<file path="config.mk">
export PLATFORM = sky130hd
export DESIGN_NAME = alu_z_stage
export DESIGN_NICKNAME = d
export VERILOG_FILES = /design/src/rtl/alu_z_stage.sv
export SDC_FILE = /design/constraint.sdc
export NUM_CORES = 1
export LEC_CHECK = 0
export CORE_MARGIN = 8
export CORE_UTILIZATION = 50
export DETAILED_ROUTE_END_ITERATION = 6
export GPL_TIMING_DRIVEN = 1
export HOLD_SLACK_MARGIN = 0.06
export PLACE_DENSITY = 0.8
export SKIP_CTS_REPAIR_TIMING = 1
export SLEW_MARGIN = 20
export SYNTH_ARGS = -nofsm -noshare
export SYNTH_HDL_FRONTEND = slang
export SYNTH_SLANG_ARGS = --single-unit
export TNS_END_PERCENT = 1
</file>
<file path="constraint.sdc">
create_clock -name clock -period 5.4 [get_ports clock]
set_input_delay 1.08 -clock clock [delete_from_list [all_inputs] [get_ports clock]]
set_output_delay 1.08 -clock clock [all_outputs]
set_load 0.02 [all_outputs]
</file>
<file path="src/rtl/alu_z_stage.sv">
// Result-capture stage behind the combinational ALU: settle wait for MUL/DIV, 2-entry result queue.
// Optional architectural LO/HI registers are built when ZSTAGE_HILO_EN is defined.
module alu_z_stage #(
    parameter int LONG_WAIT = 4
) (
    input  logic        clock,
    input  logic        clear_n,
    input  logic [4:0]  op_in,
    input  logic [31:0] z_lo_in,
    input  logic [31:0] z_hi_in,
    input  logic        in_valid,
    output logic        in_ready,
    output logic [31:0] out_lo,
    output logic [31:0] out_hi,
    output logic [4:0]  out_op,
    output logic        out_valid,
    input  logic        out_ready,
    output logic [31:0] lo_reg,
    output logic [31:0] hi_reg
);

    localparam logic [4:0] OP_MUL   = 5'b01111;
    localparam logic [4:0] OP_DIV   = 5'b10000;
    localparam logic [3:0] CNT_LOAD = 4'(LONG_WAIT - 1);

    typedef enum logic {
        ST_IDLE,
        ST_WAIT
    } state_t;

    typedef struct packed {
        logic [31:0] lo;
        logic [31:0] hi;
        logic [4:0]  op;
    } entry_t;

    state_t      state_reg;
    logic [3:0]  cnt_reg;
    logic        wr_ptr_reg;
    logic        rd_ptr_reg;
    logic [1:0]  count_reg;
    entry_t      entry_vec [2];
    entry_t      push_entry;
    entry_t      head;
    logic        is_long;
    logic        full;
    logic        push;
    logic        pop;

    assign is_long = (op_in == OP_MUL) || (op_in == OP_DIV);
    assign full    = (count_reg == 2'd2);

    // in_ready looks only at registered full, so a pop never frees a slot in the same cycle.
    always_comb begin
        in_ready = 1'b0;
        case (state_reg)
            ST_IDLE: in_ready = !is_long && !full;
            ST_WAIT: in_ready = (cnt_reg == 4'd0) && !full;
            default: in_ready = 1'b0;
        endcase
        if (!clear_n) begin
            in_ready = 1'b0;
        end
    end

    assign push = in_valid && in_ready;
    assign pop  = out_valid && out_ready;

    always_ff @(posedge clock or negedge clear_n) begin
        if (!clear_n) begin
            state_reg <= ST_IDLE;
            cnt_reg   <= 4'd0;
        end else begin
            case (state_reg)
                ST_IDLE: begin
                    if (in_valid && is_long) begin
                        state_reg <= ST_WAIT;
                        cnt_reg   <= CNT_LOAD;
                    end
                end
                ST_WAIT: begin
                    // Upstream dropping in_valid before the handshake abandons the op.
                    if (!in_valid) begin
                        state_reg <= ST_IDLE;
                        cnt_reg   <= 4'd0;
                    end else if (cnt_reg != 4'd0) begin
                        cnt_reg <= cnt_reg - 4'd1;
                    end else if (!full) begin
                        state_reg <= ST_IDLE;
                    end
                end
                default: begin
                    state_reg <= ST_IDLE;
                    cnt_reg   <= 4'd0;
                end
            endcase
        end
    end

    // Only long ops (captured from the WAIT state) carry a meaningful high word.
    always_comb begin
        push_entry.lo = z_lo_in;
        push_entry.hi = (state_reg == ST_WAIT) ? z_hi_in : 32'h0;
        push_entry.op = op_in;
    end

    generate
        for (genvar gi = 0; gi < 2; gi++) begin : g_entry
            entry_t entry_reg;

            always_ff @(posedge clock or negedge clear_n) begin
                if (!clear_n) begin
                    entry_reg <= '0;
                end else if (push && (wr_ptr_reg == 1'(gi))) begin
                    entry_reg <= push_entry;
                end
            end

            assign entry_vec[gi] = entry_reg;
        end
    endgenerate

    always_ff @(posedge clock or negedge clear_n) begin
        if (!clear_n) begin
            wr_ptr_reg <= 1'b0;
            rd_ptr_reg <= 1'b0;
            count_reg  <= 2'd0;
        end else begin
            if (push) begin
                wr_ptr_reg <= ~wr_ptr_reg;
            end
            if (pop) begin
                rd_ptr_reg <= ~rd_ptr_reg;
            end
            case ({push, pop})
                2'b10:   count_reg <= count_reg + 2'd1;
                2'b01:   count_reg <= count_reg - 2'd1;
                default: count_reg <= count_reg;
            endcase
        end
    end

    assign head      = entry_vec[rd_ptr_reg];
    assign out_lo    = head.lo;
    assign out_hi    = head.hi;
    assign out_op    = head.op;
    assign out_valid = (count_reg != 2'd0);

`ifdef ZSTAGE_HILO_EN
    always_ff @(posedge clock or negedge clear_n) begin
        if (!clear_n) begin
            lo_reg <= 32'h0;
            hi_reg <= 32'h0;
        end else if (push && (state_reg == ST_WAIT)) begin
            lo_reg <= z_lo_in;
            hi_reg <= z_hi_in;
        end
    end
`else
    assign lo_reg = 32'h0;
    assign hi_reg = 32'h0;
`endif

endmodule

</file>
# == After elaboration in Yosys (flattened, before gate mapping) ==
# Index checks and enable logic that the tools add are counted.
# op_classes
n_addsub,3
magnitude_cmp,1
n_eq_ne,7
bitwise_logic,4
n_reduce_logical,15
muxes,16
# ops
op,n
69-bit two-way mux,3
32-bit two-way mux,1
4-bit two-way mux,3
4-bit one-hot mux with 2 select lines,1
1-bit logical AND,7
5-bit by 4-bit equality test with 1-bit output (second input constant),1
5-bit equality test (second input constant),1
1-bit two-way mux,5
2-bit equality test (second input constant),2
4-bit logical NOT,1
1-bit one-hot mux with 2 select lines,2
2-bit one-hot mux with 2 select lines,1
2-bit nonzero test,2
4-bit nonzero test,1
4-bit by 1-bit subtractor with 4-bit output (second input constant),1
3-bit by 2-bit inequality test with 1-bit output (second input constant),1
1-bit NOT,3
2-bit by 1-bit adder with 2-bit output (second input constant),1
2-bit by 1-bit equality test with 1-bit output (second input constant),1
2-bit >= comparator (second input constant),1
1-bit logical NOT,2
2-bit inequality test (second input constant),1
1-bit NOT with 2-bit output,1
2-bit AND reduction,1
2 further kinds,2
# totals
wordCells,57
regBits,147
input_bits,73

# == Depth between registers and ports, before layout ==
# logic_depth
word_depth,9
mapped_depth,9

# == Worst setup path before layout ==
# Ideal clock, no wire load.
# synth_path
path_type,input-to-output
from,input op_in[3]
to,output in_ready
path_buffers,0
arrival_time_ps,2256
cell_stages,3
setup_slack_ps,2064
cell_sequence,and4b_1 -> a22o_1 -> nor4_1
# synth_between
elab_chain_len,6
elab_cells_between_ends,7
classes_between,eq/ne (2); mux (2); reduce/logical (3)
# synth_lines
element,line,source
from (decl),8,"input logic [4:0] op_in,"
5-bit by 4-bit equality test with 1-bit output or 5-bit equality test (tied branches),50,assign is_long = (op_in == OP_MUL) || (op_in == OP_DIV);
1-bit logical OR (*),50,
1-bit logical NOT (*),57,ST_IDLE: in_ready = !is_long && !full;
1-bit logical AND (*),57,
1-bit one-hot mux with 2 select lines (*),56,case (state_reg)
1-bit two-way mux (*),61,if (!clear_n) begin
to (decl),12,"output logic in_ready,"
# Every way passes the cells marked *; elsewhere a longest branch is shown, timed or not.

# == Worst setup path in the final report ==
# layout_path
from,input op_in[0]
to,output in_ready
# Same word-level chain as after synthesis.

==> metrics.cfg <==
[critical_path]
critPathMaxFanout=4
path_class=primary input to output port
crit_start=op_in[0]
cp_data_arrival_time_ns=3.09
ff2ff_setup_slack_ns=2.24
r2r-start=state_reg
cp-end-kind=output port
worstSetupStartpointType=primary input
worstPathRequired_ns=4.32

[final_layout]
finish.instance_area_mm2=0.00910
num_antenna_cells=0
area_growth_syn_to_layout_pct=27.0
regArea_mm2=0.00368
nFillCells=1034
multi_input_area_mm2=0.00310
largest_reg_flops=138
drive_above_1_share_pct=35.2
nNetsFinal=736

[detailed_routing]
num_vias=4308
wirelength_um=15900
drc=0
ant_nets=0
viasPerCell=5.04
drt_iter0_drc=131
dr.pass1.iters=4
wire_per_inst_um=18.6

[synthesis]
seq_area_frac_synth_pct=51.3
synth_cell_types=35
yosys.area.top_type=dfrtp_1
synth_top_family_by_area=multiplexers
synth_simple_gate_area_share_pct=4.66
syn_area_mm2=0.00716
yosys-mux-area-fraction_pct=32.7
synth_compound_area_share_pct=1.52
synthTopCellsByArea=dfrtp_1, mux2_2, buf_4, and2_1, mux2_1
syn_inst=521
synth_xor_area_share_pct=0.611
ys_ff_latch=147
syn_avg_cell_area_um2=13.8
yosysTopAreaCellShare_pct=51.3
synthAdderAreaFrac_pct=0.349
yosys_warnings=0

[sta]
setup_viol=0
rsz0062_at_grt=false
max_freq_ghz=0.240
slew_violations=0
fin_crit_sh_pct=77.2
period_minus_slack_ns=4.17
setup_tns_ns=0
tightest_slew_ns=1.00
slew_headroom_pct=33.0
fin_worst_skew_ns=0.00432
hold_violations=0

[status]
outcome=completed

[power]
p_sw_w=0.00154
leakagePower_nw=4.16
p_comb_share_pct=39.0
max-vdd-ir-drop_mv=0.384
p_seq_share_pct=36.5
p_clk_share_pct=24.5
cellPowerDensity_mw_per_mm2=527
switching_share_pct=32.1
intPower_w=0.00325

[floorplan]
dieArea_mm2=0.0184
initial_utilization_pct=51.4
die-height_um=136
fp.dieW_um=136
io_pins=208
core_area_mm2=0.0139
rows=43

[global_route]
grt.overflow.total=0
grt_pass1_vias=4984
antenna_found_initial=0
grt_usage_pct=17.7
grt_pass1_wl_um=25600
grt_max_degree=80

[run]
cap_violations=0

[min_path]
worst_hold_startpoint=count_reg[1]
hold_path_class=flop to flop

[place]
hpwlAfterDp_um=11000
io_buffers=143
placed_cell_area_mm2=0.00849
place_congestion=0.764

[clock_network]
cts_root_buffer=clkbuf_16
clk_latency_ns=0.41
cts_buffers=17
clk_pin_slew_ns=0.06
cts_tree=yes
cts_max_level=4
clock_path_buffers=2
clock_sinks=147

[final cells by class]
cell class                      count  area share (%)
Clock buffer                       25            5.56
Timing Repair Buffer              148            16.2
Clock inverter                      7            1.06
Multi-Input combinational cell    343            34.1
Sequential cell                   147            40.5
Tap cell                          180            2.48
Inverter                            4           0.165
[cell families (layout without fill, tap and decap cells)]
logic type	count (synthesis)	in the layout
adders and majority gates	2	2
other	1	64
AOI/OAI and AO/OA	12	12
DFF	147	147
buffers and inverters	94	184
xor gates and xnor gates	5	5
and+or+nand+nor	52	52
muxes	208	208
[final timing paths]
path                            endpoint  cells after the start
hold / removal              count_reg[1]                      1
setup reg to reg           entry_vec[28]                      6
hold reg to reg             count_reg[1]                      1
max in group asynchronous     rd_ptr_reg                      2
min in group asynchronous  entry_vec[42]                      1
setup / recovery                in_ready                      5
[per-stage QoR]
stage          hold WS [ns]  power [W]  worst slack [ns]  util, %  std cells
4_1_cts               0.486    0.00485              1.22     65.3        854
3_5_place_dp          0.472    0.00365              1.22     61.0        822
6_report              0.482    0.00479              1.23     65.3        854
2_1_floorplan         0.447    0.00290              2.06        -        584
5_1_grt               0.502    0.00505              1.14     65.3        854
3_3_place_gp          0.464    0.00357              1.19     61.0        822
[synthesized netlist by cell type, drive strengths merged]
cell     number
a2111oi       1
a21o          1
a21oi         2
a222oi        1
a22o          1
a22oi         1
a32o          2
and2         34
and4b         1
buf          73
clkbuf       17
conb          1
dfrtp       147
ha            2
inv           4
mux2        207
mux2i         1
nand2         3
nand2b        1
nand3         1
nor2          2
nor2b         3
nor3          1
nor3b         1
nor4          2
o21ai         2
o31ai         1
or2           1
or3           1
or3b          1
xnor2         3
xor2          2
[layer usage]
metal  vias up  global-route usage, %  part of all wire [%]
li1       1973                      -                     -
met1      2168                   19.4                    39
met2       147                   30.9                    51
met3        20                   6.34                   8.2
met4         0                   6.42                   1.6
met5         -                      0                     0
[critical path, cell delays in order]
cell and delay (ns):
clkdlybuf4s50_1 0.52, and4b_1 0.26, a22o_1 0.30, nor4_1 0.27, clkdlybuf4s50_1 0.66
[placed cells by master, fill, tap and decap left out, types with 2 or more instances in the layout]
master	count
mux2_2	197
dfrtp_1	146
clkdlybuf4s50_1	142
conb_1	64
and2_1	34
clkbuf_16	17
mux2_1	10
clkbuf_8	5
inv_1	4
buf_4	4
nor2b_1	3
nand2_1	3
xnor2_1	3
clkbuf_1	3
clkinvlp_4	3
nor4_1	2
o21ai_0	2
a21oi_1	2
a32o_1	2
nor2_1	2
xor2_1	2
ha_1	2
bufinv_16	2
buf_6	2
[power by group through the flow]
stage | combinational, W | sequential, W | clock, W
after global placement | 0.00183 | 0.00173 | 0
after floorplan | 0.00132 | 0.00159 | 0
after CTS | 0.00190 | 0.00176 | 0.00120
after detailed placement | 0.00188 | 0.00177 | 0
final | 0.00187 | 0.00175 | 0.00117
after global routing | 0.00199 | 0.00181 | 0.00125
Note: power is estimated with default switching activity, not from simulation.
